[config.mk]
export PLATFORM = sky130hd
export DESIGN_NAME = hazard_ctrl_flat
export DESIGN_NICKNAME = d
export VERILOG_FILES = /design/src/rtl/hazard_ctrl_if.sv /design/src/rtl/hazard_ctrl.sv /design/src/flat_wrapper.sv
export SDC_FILE = /design/constraint.sdc
export NUM_CORES = 1
export LEC_CHECK = 0
export CAP_MARGIN = 0
export CORE_MARGIN = 4
export CORE_UTILIZATION = 45
export CTS_CLUSTER_SIZE = 20
export DETAILED_ROUTE_END_ITERATION = 10
export PLACE_DENSITY = 0.86
export SLEW_MARGIN = 10
export SYNTH_ARGS = -nofsm -noshare
export SYNTH_HDL_FRONTEND = slang
export SYNTH_SLANG_ARGS = --single-unit
[constraint.sdc]
create_clock -name clk -period 3.3 [get_ports clk]
set_input_delay 0.495 -clock clk [delete_from_list [all_inputs] [get_ports clk]]
set_output_delay 0.495 -clock clk [all_outputs]
set_load 0.02 [all_outputs]
[src/rtl/hazard_ctrl_if.sv]
// Signal bundle between the 5-stage datapath and the hazard unit.
// The datapath drives register indices and stage status; the unit returns forward selects and pipeline controls.
interface hazard_ctrl_if #(
  parameter int REG_WIDTH = 5,
  parameter int CNT_WIDTH = 16
);
  logic [REG_WIDTH-1:0] Rs1D, Rs2D, Rs1E, Rs2E, RdE, RdM, RdW;
  logic                 regwriteE, regwriteM, regwriteW;
  logic                 loadE, loadM, dmem_ready, pcsrcE;
  logic [1:0]           forwardAE, forwardBE;
  logic                 stallF, stallD, stallE, stallM;
  logic                 flushD, flushE, flushW;
  logic [CNT_WIDTH-1:0] stall_cnt;

  modport master (
    output Rs1D, Rs2D, Rs1E, Rs2E, RdE, RdM, RdW,
    output regwriteE, regwriteM, regwriteW, loadE, loadM, dmem_ready, pcsrcE,
    input  forwardAE, forwardBE, stallF, stallD, stallE, stallM,
    input  flushD, flushE, flushW, stall_cnt
  );

  modport slave (
    input  Rs1D, Rs2D, Rs1E, Rs2E, RdE, RdM, RdW,
    input  regwriteE, regwriteM, regwriteW, loadE, loadM, dmem_ready, pcsrcE,
    output forwardAE, forwardBE, stallF, stallD, stallE, stallM,
    output flushD, flushE, flushW, stall_cnt
  );
endinterface

[src/rtl/hazard_ctrl.sv]
// Pipeline hazard unit: EX forwarding, load-use or interlock bubbles, data-memory wait
// stalls, branch flushes and a saturating stall-cycle counter. Outputs are combinational.
module hazard_ctrl #(
  parameter int REG_WIDTH = 5,
  parameter int LOAD_LAT  = 1,
  parameter int FWD_EN    = 1,
  parameter int CNT_WIDTH = 16
) (
  input logic          clk,
  input logic          rst_n,
  hazard_ctrl_if.slave hz
);
  typedef enum logic [1:0] {IDLE, LSTALL, MWAIT} state_t;

  localparam logic [REG_WIDTH-1:0] X0        = '0;
  localparam logic [2:0]           LAT_M1    = 3'(LOAD_LAT - 1);
  localparam bit                   LONG_LOAD = (FWD_EN != 0) && (LOAD_LAT > 1);

  // x0 is hard-wired to zero, so it never creates a dependency.
  function automatic logic hit(input logic [REG_WIDTH-1:0] rd, input logic en,
                               input logic [REG_WIDTH-1:0] rs);
    return en && (rd != X0) && (rd == rs);
  endfunction

  state_t               state_q, state_d;
  logic [2:0]           cnt_q, cnt_d;
  logic [CNT_WIDTH-1:0] stall_cnt_q;
  logic [1:0]           fwd_a, fwd_b;
  logic                 lwhaz, rawhaz, haz, memwait;
  logic                 stall_fd, stall_em, flush_d, flush_e, flush_w;

  assign lwhaz   = hit(hz.RdE, hz.loadE, hz.Rs1D) || hit(hz.RdE, hz.loadE, hz.Rs2D);
  assign rawhaz  = hit(hz.RdE, hz.regwriteE, hz.Rs1D) || hit(hz.RdE, hz.regwriteE, hz.Rs2D) ||
                   hit(hz.RdM, hz.regwriteM, hz.Rs1D) || hit(hz.RdM, hz.regwriteM, hz.Rs2D) ||
                   hit(hz.RdW, hz.regwriteW, hz.Rs1D) || hit(hz.RdW, hz.regwriteW, hz.Rs2D);
  assign haz     = (FWD_EN != 0) ? lwhaz : rawhaz;
  assign memwait = hz.loadM && !hz.dmem_ready;

  // NOTE: every always_comb output gets a default first, so no path can infer a latch.
  always_comb begin
    fwd_a = 2'b00;
    fwd_b = 2'b00;
    if (FWD_EN != 0) begin
      if (hit(hz.RdM, hz.regwriteM, hz.Rs1E))      fwd_a = 2'b10;
      else if (hit(hz.RdW, hz.regwriteW, hz.Rs1E)) fwd_a = 2'b01;
      if (hit(hz.RdM, hz.regwriteM, hz.Rs2E))      fwd_b = 2'b10;
      else if (hit(hz.RdW, hz.regwriteW, hz.Rs2E)) fwd_b = 2'b01;
    end
  end

  always_comb begin
    state_d  = state_q;
    cnt_d    = cnt_q;
    stall_fd = 1'b0;
    stall_em = 1'b0;
    flush_d  = 1'b0;
    flush_e  = 1'b0;
    flush_w  = 1'b0;
    case (state_q)
      IDLE: begin
        if (memwait) begin
          {stall_fd, stall_em, flush_w} = 3'b111;
          state_d = MWAIT;
        end else if (pcsrcE_taken()) begin
          flush_d = 1'b1;
          flush_e = 1'b1;
        end else if (haz) begin
          stall_fd = 1'b1;
          flush_e  = 1'b1;
          if (LONG_LOAD) begin
            state_d = LSTALL;
            cnt_d   = LAT_M1;
          end
        end
      end
      LSTALL: begin
        // A memory wait freezes the bubble sequence; cnt_q resumes after MWAIT.
        if (memwait) begin
          {stall_fd, stall_em, flush_w} = 3'b111;
          state_d = MWAIT;
        end else begin
          stall_fd = 1'b1;
          flush_e  = 1'b1;
          cnt_d    = cnt_q - 3'd1;
          if (cnt_q <= 3'd1) state_d = IDLE;
        end
      end
      MWAIT: begin
        if (!hz.dmem_ready) begin
          {stall_fd, stall_em, flush_w} = 3'b111;
        end else begin
          state_d = (cnt_q != 3'd0) ? LSTALL : IDLE;
        end
      end
      default: state_d = IDLE;
    endcase
  end

  function automatic logic pcsrcE_taken();
    return hz.pcsrcE;
  endfunction

  // NOTE: sequential state uses non-blocking assignments so all flops update together.
  always_ff @(posedge clk or negedge rst_n) begin
    if (!rst_n) begin
      state_q     <= IDLE;
      cnt_q       <= '0;
      stall_cnt_q <= '0;
    end else begin
      state_q <= state_d;
      cnt_q   <= cnt_d;
      if (stall_fd && (stall_cnt_q != '1)) stall_cnt_q <= stall_cnt_q + 1'b1;
    end
  end

  assign hz.forwardAE = rst_n ? fwd_a : 2'b00;
  assign hz.forwardBE = rst_n ? fwd_b : 2'b00;
  assign hz.stallF    = rst_n & stall_fd;
  assign hz.stallD    = rst_n & stall_fd;
  assign hz.stallE    = rst_n & stall_em;
  assign hz.stallM    = rst_n & stall_em;
  assign hz.flushD    = rst_n & flush_d;
  assign hz.flushE    = rst_n & flush_e;
  assign hz.flushW    = rst_n & flush_w;
  assign hz.stall_cnt = stall_cnt_q;
endmodule

[src/flat_wrapper.sv]
// flat-port wrapper written by rule: the top's interface ports become plain ports
module hazard_ctrl_flat 
#(
  parameter int REG_WIDTH = 5,
  parameter int LOAD_LAT  = 1,
  parameter int FWD_EN    = 1,
  parameter int CNT_WIDTH = 16
)
  (clk, rst_n, hz_Rs1D, hz_Rs2D, hz_Rs1E, hz_Rs2E, hz_RdE, hz_RdM, hz_RdW, hz_regwriteE, hz_regwriteM, hz_regwriteW, hz_loadE, hz_loadM, hz_dmem_ready, hz_pcsrcE, hz_forwardAE, hz_forwardBE, hz_stallF, hz_stallD, hz_stallE, hz_stallM, hz_flushD, hz_flushE, hz_flushW, hz_stall_cnt);
  hazard_ctrl_if #(.REG_WIDTH(REG_WIDTH), .CNT_WIDTH(CNT_WIDTH)) hz_i ();
  input logic clk;
  input logic rst_n;
  input wire logic [$bits(hz_i.Rs1D)-1:0] hz_Rs1D;
  input wire logic [$bits(hz_i.Rs2D)-1:0] hz_Rs2D;
  input wire logic [$bits(hz_i.Rs1E)-1:0] hz_Rs1E;
  input wire logic [$bits(hz_i.Rs2E)-1:0] hz_Rs2E;
  input wire logic [$bits(hz_i.RdE)-1:0] hz_RdE;
  input wire logic [$bits(hz_i.RdM)-1:0] hz_RdM;
  input wire logic [$bits(hz_i.RdW)-1:0] hz_RdW;
  input wire logic [$bits(hz_i.regwriteE)-1:0] hz_regwriteE;
  input wire logic [$bits(hz_i.regwriteM)-1:0] hz_regwriteM;
  input wire logic [$bits(hz_i.regwriteW)-1:0] hz_regwriteW;
  input wire logic [$bits(hz_i.loadE)-1:0] hz_loadE;
  input wire logic [$bits(hz_i.loadM)-1:0] hz_loadM;
  input wire logic [$bits(hz_i.dmem_ready)-1:0] hz_dmem_ready;
  input wire logic [$bits(hz_i.pcsrcE)-1:0] hz_pcsrcE;
  output wire logic [$bits(hz_i.forwardAE)-1:0] hz_forwardAE;
  output wire logic [$bits(hz_i.forwardBE)-1:0] hz_forwardBE;
  output wire logic [$bits(hz_i.stallF)-1:0] hz_stallF;
  output wire logic [$bits(hz_i.stallD)-1:0] hz_stallD;
  output wire logic [$bits(hz_i.stallE)-1:0] hz_stallE;
  output wire logic [$bits(hz_i.stallM)-1:0] hz_stallM;
  output wire logic [$bits(hz_i.flushD)-1:0] hz_flushD;
  output wire logic [$bits(hz_i.flushE)-1:0] hz_flushE;
  output wire logic [$bits(hz_i.flushW)-1:0] hz_flushW;
  output wire logic [$bits(hz_i.stall_cnt)-1:0] hz_stall_cnt;
  assign hz_i.Rs1D = hz_Rs1D;
  assign hz_i.Rs2D = hz_Rs2D;
  assign hz_i.Rs1E = hz_Rs1E;
  assign hz_i.Rs2E = hz_Rs2E;
  assign hz_i.RdE = hz_RdE;
  assign hz_i.RdM = hz_RdM;
  assign hz_i.RdW = hz_RdW;
  assign hz_i.regwriteE = hz_regwriteE;
  assign hz_i.regwriteM = hz_regwriteM;
  assign hz_i.regwriteW = hz_regwriteW;
  assign hz_i.loadE = hz_loadE;
  assign hz_i.loadM = hz_loadM;
  assign hz_i.dmem_ready = hz_dmem_ready;
  assign hz_i.pcsrcE = hz_pcsrcE;
  assign hz_forwardAE = hz_i.forwardAE;
  assign hz_forwardBE = hz_i.forwardBE;
  assign hz_stallF = hz_i.stallF;
  assign hz_stallD = hz_i.stallD;
  assign hz_stallE = hz_i.stallE;
  assign hz_stallM = hz_i.stallM;
  assign hz_flushD = hz_i.flushD;
  assign hz_flushE = hz_i.flushE;
  assign hz_flushW = hz_i.flushW;
  assign hz_stall_cnt = hz_i.stall_cnt;
  hazard_ctrl #(.REG_WIDTH(REG_WIDTH), .LOAD_LAT(LOAD_LAT), .FWD_EN(FWD_EN), .CNT_WIDTH(CNT_WIDTH)) u_core (.clk(clk), .rst_n(rst_n), .hz(hz_i));
endmodule
==> out/metrics.yaml <==
outcome:
  status: "completed"
place:
  pre_cts_ws_ns: 0.0776
  globalplace.congestion: 0.854
  hpwl_mm: 3.35
  placed_cells: 268
  port-buffer-count: 69
  dpl_cell_area_mm2: 0.00229
timing:
  fin_crit_sh_pct: 97.1
  drv_slew: 0
  fmax_mhz: 312
  setup_viol: 0
  finalHoldViolCount: 0
  period_minus_slack_ns: 3.20
  fin_skew_ns: 0.00212
  rsz0062_at_grt: "false"
  tightest_slew_ns: 0.473
  final.setup.worst_slack_ns: 0.0960
  relSlewSlack_pct: 68.4
  setup_tns_ns: 0
cts:
  cts_buffers: 3
  clockBufferDepth: 2
  ctsHoldBuffers: 0
  cts.sinks: 21
  tritoncts: "built"
  cts_root_buf: "clkbuf_4"
  insertion_delay_ns: 0.31
  cts.clk_slew.worst_paths_ns: 0.12
  htree_levels: 1
setup_path:
  worstSetupPathType: "in2out"
  max_stage_delay_ns: 0.66
  crit_buf_inv: 2
  cp_data_arrival_time_ns: 2.71
  start_kind: "primary input"
  setup.worst_path.end_class: "output pin"
  cpMaxStageDelayCell: "clkdlybuf4s50_1"
  critPathMaxFanout: 2
  path_cells: "clkdlybuf4s50_1, or4_1, o21ai_0, nor4_1, nor4_1, clkdlybuf4s50_1"
  cp.required_ns: 2.80
  crit_family: "buffers and inverters"
die:
  boundaryPins: 71
  fp.dieH_um: 66.3
  fp.dieArea_mm2: 0.00440
  coreArea_mm2: 0.00315
  num_rows: 20
  die_w_um: 66.3
  initial_core_util_pct: 48.5
flow_run:
  cap_violations: 0
yosys:
  yosysSeqAreaShare_pct: 34.3
  synth_ff_type: "dfrtp_1"
  yosysWarnings: 0
  async_flop_share_pct: 100
  synth_top_area_share_pct: 34.3
  avgSynthCellArea_um2: 10.0
  syn-cell-area_mm2: 0.00153
  yosys-top-cells-area: "dfrtp_1 (34%), xor2_1 (18%), xnor2_1 (8.0%)"
  ys_types: 37
  ys_seq_elements: 21
  synthCells: 153
  syn_nets: 201
  synth-edff-count: 0
  synth_top_area_cell: "dfrtp_1"
route:
  num_vias: 1408
  wl_per_cell_um: 14.7
  viasPerCell: 5.18
  first_iter_violations: 36
  dr.pass1.iters: 2
  drc_errors: 0
  wl_mm: 4.00
  drtAntennaViolNets: 0
final_layout:
  diodes: 0
  fin_nets: 277
  ff_latch_area_um2: 526
  layout-drive-gt1-share_pct: 7.89
  multi_input_area_um2: 960
  final_cell_mix: "clkdlybuf4s50_1 (68), xor2_1 (32), dfrtp_1 (21)"
  fin_util_pct: 73.5
  stdcell_area_mm2: 0.00232
  areaGrowthSynthToFinish_pct: 51.4
  fillCellCount: 247
  final_common_cell: "clkdlybuf4s50_1"
  fin_cells: 272
power:
  irDropWorstVdd_uv: 301
  pwr_density_cell_mw_per_mm2: 407
  p_leak_uw: 0.00100
global_routing:
  track_usage_pct: 19.6
  grt_pass1_vias: 1512
  overflow: 0
  antenna_found_initial: 0
  grt_pass1_wl_mm: 6.67
  grt_max_degree: 28
min_path:
  worst_hold_path_type: "reg2reg"
## report_power, final
part,switching (uW),internal [uW],leakage [uW],total [uW]
sequential,64.2,313,0.000276,377
combinational,214,225,0.000709,439
clock,81.3,45.3,0.0000177,127
total,360,583,0.00100,942
## logic make-up after synthesis
group	synth area share, %
adders and majority gates	3.27
and+or+nand+nor	24.0
AOI/OAI and AO/OA	7.28
xor gates and xnor gates	27.4
DFF	34.3
muxes	0.736
buffers and inverters	2.94
## final timing paths
path	depth (start not counted)	from	slack, ns	end
setup reg to reg	5	u_core.hz.stall_cnt[0]	1.25	u_core.hz.stall_cnt[1]
max in group asynchronous	2	rst_n	2.40	u_core.cnt_q[2]
min in group asynchronous	2	rst_n	0.66	u_core.hz.stall_cnt[4]
setup / recovery	6	hz_RdM[0]	0.1	hz_forwardAE[0]
hold / removal	1	u_core.hz.stall_cnt[15]	0.50	u_core.hz.stall_cnt[15]
hold reg to reg	1	u_core.hz.stall_cnt[15]	0.50	u_core.hz.stall_cnt[15]
## final cells by class
class                   count  area share (%)
multi-input cells         125            41.4
repair buffers             75            31.9
flip-flops and latches     21            22.7
well taps                  44            2.38
clock buffers               3           0.972
inverters                   3           0.486
clock inverters             1           0.216
## metrics by stage
stage | total power [uW] | hold WS (ns)
finish | 942 | 0.497
global route | 1010 | 0.535
CTS | 953 | 0.507
detailed placement | 826 | 0.487
global placement | 796 | 0.468
floorplan | 619 | 0.199
## timing repair
action / in CTS / in global routing
gates resized for setup: 0 / 1
hold endpoints to repair: 0 / 0
setup buffers: 0 / 0
setup endpoints to repair: 0 / 1
## registers in the layout (all words and copies together) (netlist names)
register and count:
u_core.cnt_q 3, u_core.state_q 2, u_core.hz.stall_cnt 16
## routing by layer
layer	vias up	track usage (%)	routed length (um)
met5	-	0	0
met4	0	10.7	136
met3	14	4.42	350
met2	63	33.6	1840
met1	641	22.3	1680
li1	690	-	-
## synth_stat cells, drive strengths merged, types with 2 or more instances
master and number:
nor4 4, nand2b 3, ha 4, buf 4, inv 3, or4 6
nand4 4, nand3 5, a21oi 4, xor2 32, nor3 6, nand2 7
and2 6, and3 7, o21ai 3, dfrtp 21, nor2 5, and4 2
xnor2 15
No activity file was read; power rests on OpenSTA's default activity.
==> variant 1: new RTL, config.mk and constraints unchanged <==
`FWD_EN` is set to 1 in 2 places; all go to 0.
--- a/src/rtl/hazard_ctrl.sv
+++ b/src/rtl/hazard_ctrl.sv
@@ -3,7 +3,7 @@
 module hazard_ctrl #(
   parameter int REG_WIDTH = 5,
   parameter int LOAD_LAT  = 1,
-  parameter int FWD_EN    = 1,
+  parameter int FWD_EN    = 0,
   parameter int CNT_WIDTH = 16
 ) (
   input logic          clk,
--- a/src/flat_wrapper.sv
+++ b/src/flat_wrapper.sv
@@ -3,7 +3,7 @@
 #(
   parameter int REG_WIDTH = 5,
   parameter int LOAD_LAT  = 1,
-  parameter int FWD_EN    = 1,
+  parameter int FWD_EN    = 0,
   parameter int CNT_WIDTH = 16
 )
   (clk, rst_n, hz_Rs1D, hz_Rs2D, hz_Rs1E, hz_Rs2E, hz_RdE, hz_RdM, hz_RdW, hz_regwriteE, hz_regwriteM, hz_regwriteW, hz_loadE, hz_loadM, hz_dmem_ready, hz_pcsrcE, hz_forwardAE, hz_forwardBE, hz_stallF, hz_stallD, hz_stallE, hz_stallM, hz_flushD, hz_flushE, hz_flushW, hz_stall_cnt);
Function: changed (Yosys sat finds a counterexample within 4 cycles, from zero or initial values and one cycle with rst_n low).
==> variant 1 against the original RTL <==
  * Worst setup slack better by 0.13 ns
  * Utilization down 5.7 points
  * Sequential share of layout area up 1.9 points
  * First-iteration DRC count up 36%
  * Sequential cell count unchanged
  * Critical path depth up 2
  * Synthesized area up 0.49%
  * Non-clock buffer count down 16
  * Worst hold slack worse by 0.091 ns
  * Via count down 7.7%
  * Wire length down 6.2%
  * Total power up 2.0%
  * Final area down 7.8%
  * Largest power group unchanged
==> variant 1: results (changes against the original RTL) <==
* Status: finished, final reports clean (unchanged)
* GPL Wtd Cong at 0.874 (was 0.854)
* Slew Viols, Final at 0 (unchanged)
* R2R Path Start: u_core.hz.stall_cnt[3] (was u_core.hz.stall_cnt[0])
* Fillers at 260 (was 247)
* Post-cts sizing count at 2 (was 0)
* Largest net degree at the start of global routing at 21 (was 28)
* Vias in the first global route at 1,345 (was 1,512)
* Root buffer cell: clkbuf_4 (unchanged)
* Synth warnings at 0 (unchanged)
* Vias per cell at 5.07 (was 5.18)
* Fmax at 0.325 GHz (was 0.312 GHz)
* Clk buf depth at 2 (unchanged)
* Initial antenna violation count at 0 (unchanged)
* Register area share after synthesis at 34.2% (was 34.3%)
* 1st-iter DRT viols at 49 (was 36)
* Post-DP HPWL at 3.19 mm (was 3.35 mm)
* CTS Buf Count at 3 (unchanged)
* 1st-pass router iterations at 4 (was 2)
* H-tree lvl count at 1 (unchanged)
* DP Worst Slack at -0.0197 ns (was 0.0776 ns)
* Layout net count at 261 (was 277)
* Worst VDD drop at 0.401 mV (was 0.301 mV)
* Slowest cell on crit path: clkdlybuf4s50_1 (unchanged)
* CP Max Fanout at 3 (was 2)
* Share of layout cells above drive strength 1 at 9.43% (was 7.89%)
* Min Hold Slack at 0.406 ns (was 0.497 ns)
* Skew-Pair Late Insertion Delay at 0.30 ns
* WP data arrival at 2.58 ns (was 2.71 ns)
* Setup slack, reg-to-reg at 0.88 ns (was 1.25 ns)
* FF-to-FF path depth at 9 (was 5)
* Antenna cells at 0 (unchanged)
* First-pass GRT wire length at 6.12 mm (was 6.67 mm)
* FFs w/ async S/R, synth at 100% (unchanged)
* Commonest cells post-synth: 27 x xor2_1, 21 x dfrtp_1, 20 x xnor2_1, 8 x nor2_1, 7 x buf_4 (was 32 x xor2_1, 21 x dfrtp_1, 14 x xnor2_1, 7 x and3_1, 7 x nand2_1)
* R2r endpoint: u_core.hz.stall_cnt[13] (was u_core.hz.stall_cnt[1])
* GRT Overall Usage at 17.6% (was 19.6%)
* Setup Buffers After CTS at 0 (unchanged)
* Skew final at 0.00380 ns (was 0.00212 ns)
* HP Class: input port to async pin (was flip-flop to flip-flop)
* Crit path largest cell delay at 0.62 ns (was 0.66 ns)
* P_leak at 0.872 nW (was 1.00 nW)
* Synth top area cells: dfrtp_1 34%, xor2_1 15%, xnor2_1 11% (was dfrtp_1 34%, xor2_1 18%, xnor2_1 8.0%)
* Netlist cell types at 35 (was 37)
* Max reg flops at 16 (unchanged)
* Main flop type after synthesis: dfrtp_1 (unchanged)
* DR WL/cell at 14.7 µm (about the same)
* CTS clock-pin slew for the worst setup and hold paths at 0.11 ns
* Buffers on Ports at 55 (was 69)
variant 1: worst max path at each step:
stage                     startpoint         to  cells past startpoint
after floorplan            hz_RdE[0]  hz_stallF                      6
after global placement     hz_RdE[0]  hz_stallD                      7
after detailed placement  hz_Rs1D[2]  hz_stallD                      8
after CTS                  hz_RdM[3]  hz_stallD                      7
after global routing      hz_Rs1D[3]  hz_flushE                      8
final                     hz_Rs1D[2]  hz_flushE                      8
variant 1: where the power goes:
group,total (mW),switching (mW),leakage [nW],internal [mW]
Clock,0.124,0.0784,0.0177,0.0452
Sequential,0.381,0.0650,0.276,0.316
Combinational,0.456,0.236,0.578,0.219
variant 1: critical path: cells and delay by family:
family          cells  cell delay, ns
xor+xnor            1            0.18
buf+inv             2            1.12
simple gates        3            0.42
compound gates      2            0.36
variant 1: final cells by class:
type	instances	share of cell area (%)
timing repair buffer	59	27.0
tap	44	2.58
clock inverter	1	0.234
multi-input combinational	125	44.0
sequential	21	24.6
clock buffer	3	1.05
inverter	3	0.527
variant 1: layer usage:
metal | vias to the layer above | wire, µm | track usage, %
met3 | 2 | 169 | 2.87
met2 | 41 | 1940 | 32.0
met5 | - | 0 | 0
li1 | 640 | - | -
met1 | 616 | 1630 | 22.0
met4 | 0 | 12 | 3.05
variant 1: per-stage QoR:
stage / util, % / std cells / instance area, µm²
2_1_floorplan: - / 159 / 1550
3_3_place_gp: 67.0 / 252 / 2110
3_5_place_dp: 67.0 / 252 / 2110
4_1_cts: 67.8 / 256 / 2140
5_1_grt: 67.8 / 256 / 2140
6_report: 67.8 / 256 / 2140
variant 1: logic make-up (layout without fill, tap and decap cells):
logic type | count (synthesis) | count (layout) | share of synthesized area (%)
AND/OR/NAND/NOR | 53 | 53 | 21.7
XOR/XNOR | 47 | 47 | 26.8
flip-flops | 21 | 21 | 34.2
AO/OA/AOI/OAI | 16 | 16 | 7.65
buffers and inverters | 13 | 66 | 5.45
adder cells (fa/ha/maj) | 4 | 4 | 3.25
other | 1 | 4 | 0.244
multiplexers | 1 | 1 | 0.732
==> variant 2: new RTL, config.mk and constraints unchanged <==
Without the edit above. Encoding of `state_t`: now one-hot (3 bits for 3 states).
--- a/src/rtl/hazard_ctrl.sv
+++ b/src/rtl/hazard_ctrl.sv
@@ -10,7 +10,7 @@
   input logic          rst_n,
   hazard_ctrl_if.slave hz
 );
-  typedef enum logic [1:0] {IDLE, LSTALL, MWAIT} state_t;
+  typedef enum logic [2:0] {IDLE = 3'b001, LSTALL = 3'b010, MWAIT = 3'b100} state_t;
 
   localparam logic [REG_WIDTH-1:0] X0        = '0;
   localparam logic [2:0]           LAT_M1    = 3'(LOAD_LAT - 1);
Check against the original RTL: same outputs for any inputs over 10 cycles, from zero or initial values and one cycle with rst_n low; not proved beyond that.
==> variant 2 against the original RTL <==
  * Synthesized area grew 6.5%
  * Highest routed layer unchanged
  * Sequential cell count grew 1
  * Total power shrank 18%
  * Final cell count grew 4.0%
  * Worst setup slack gained 0.14 ns
  * Non-clock buffer count shrank 3
  * Final area grew 3.5%
  * Worst hold slack lost 0.018 ns
  * Wire length shrank 8.6%
  * Global-route usage shrank 3.0 points
==> variant 2: results (changes against the original RTL) <==
* CP Max Fanout at 3 (was 2)
* Setup WS post-layout at 0.238 ns (was 0.0960 ns)
* Crit path largest cell delay at 0.62 ns (was 0.66 ns)
* Share of layout cells above drive strength 1 at 9.28% (was 7.89%)
* Synth Instances at 165 (was 153)
* Status: finished, final reports clean (unchanged)
* Hold EP: u_core.cnt_q[2] (was u_core.hz.stall_cnt[15])
* Clock network fraction of design power at 16.5% (was 13.4%)
* GRT Overall Usage at 16.7% (was 19.6%)
* Netlist cell types at 38 (was 37)
* Vias in the first global route at 1,352 (was 1,512)
* DR WL/cell at 12.9 µm (was 14.7 µm)
* Dpl cells at 279 (was 268)
* P_leak at 1.01 nW (was 1.00 nW)
* Worst setup path end: hz_stallD (was hz_forwardAE[0])
* 1st-iter DRT viols at 57 (was 36)
* CP startpoint: hz_RdE[0] (was hz_RdM[0])
* Skew final at 0.00171 ns (was 0.00212 ns)
* Routed vias at 1,437 (was 1,408)
* Seq. pwr at 0.341 mW (was 0.377 mW)
* Largest net degree at the start of global routing at 29 (was 28)
* Commonest cells post-synth: 25 x xor2_1, 21 x dfrtp_1, 21 x xnor2_1, 8 x and3_1, 8 x nand2_1 (was 32 x xor2_1, 21 x dfrtp_1, 14 x xnor2_1, 7 x and3_1, 7 x nand2_1)
* Fillers at 275 (was 247)
* DP Area at 0.00237 mm² (was 0.00229 mm²)
* DP Worst Slack at 0.0970 ns (was 0.0776 ns)
* Synth top area cells: dfrtp_1 32%, xor2_1 13%, xnor2_1 11% (was dfrtp_1 34%, xor2_1 18%, xnor2_1 8.0%)
* Register area share after synthesis at 33.8% (was 34.3%)
* Worst VDD drop at 0.222 mV (was 0.301 mV)
* Worst slew pin tran at 0.482 ns (was 0.473 ns)
* GPL Wtd Cong at 0.775 (was 0.854)
* Sw Pwr at 0.258 mW (was 0.360 mW)
* 1st-pass router iterations at 4 (was 2)
* R2R Path Start: u_core.state_q[0] (was u_core.hz.stall_cnt[0])
## variant 2: kinds of logic (layout without fill, tap and decap cells)
family                   after synthesis  in the layout  share of synthesized area [%]
buffers and inverters                 10             82                           3.45
adder cells (fa/ha/maj)                4              4                           3.07
AO/OA/AOI/OAI                         15             15                           7.06
XOR/XNOR                              48             48                           26.7
flip-flops                            22             22                           33.8
AND/OR/NAND/NOR                       65             65                           25.2
multiplexers                           1              1                          0.691
## variant 2: final cells by class
type,count,area (µm²),share of cell area (%)
inverters,6,22.5,0.939
multi-input cells,133,1020,42.6
flip-flops and latches,22,552,23.0
well taps,46,57.6,2.40
repair buffers,72,718,29.9
clock buffers,4,26.3,1.10
## variant 2: layer usage
layer | vias to the layer above | part of all wire [%] | track usage, %
met1 | 678 | 42 | 20.7
li1 | 715 | - | -
met4 | 0 | 0.49 | 2.98
met3 | 4 | 7.1 | 3.45
met5 | - | 0 | 0
met2 | 40 | 51 | 29.8
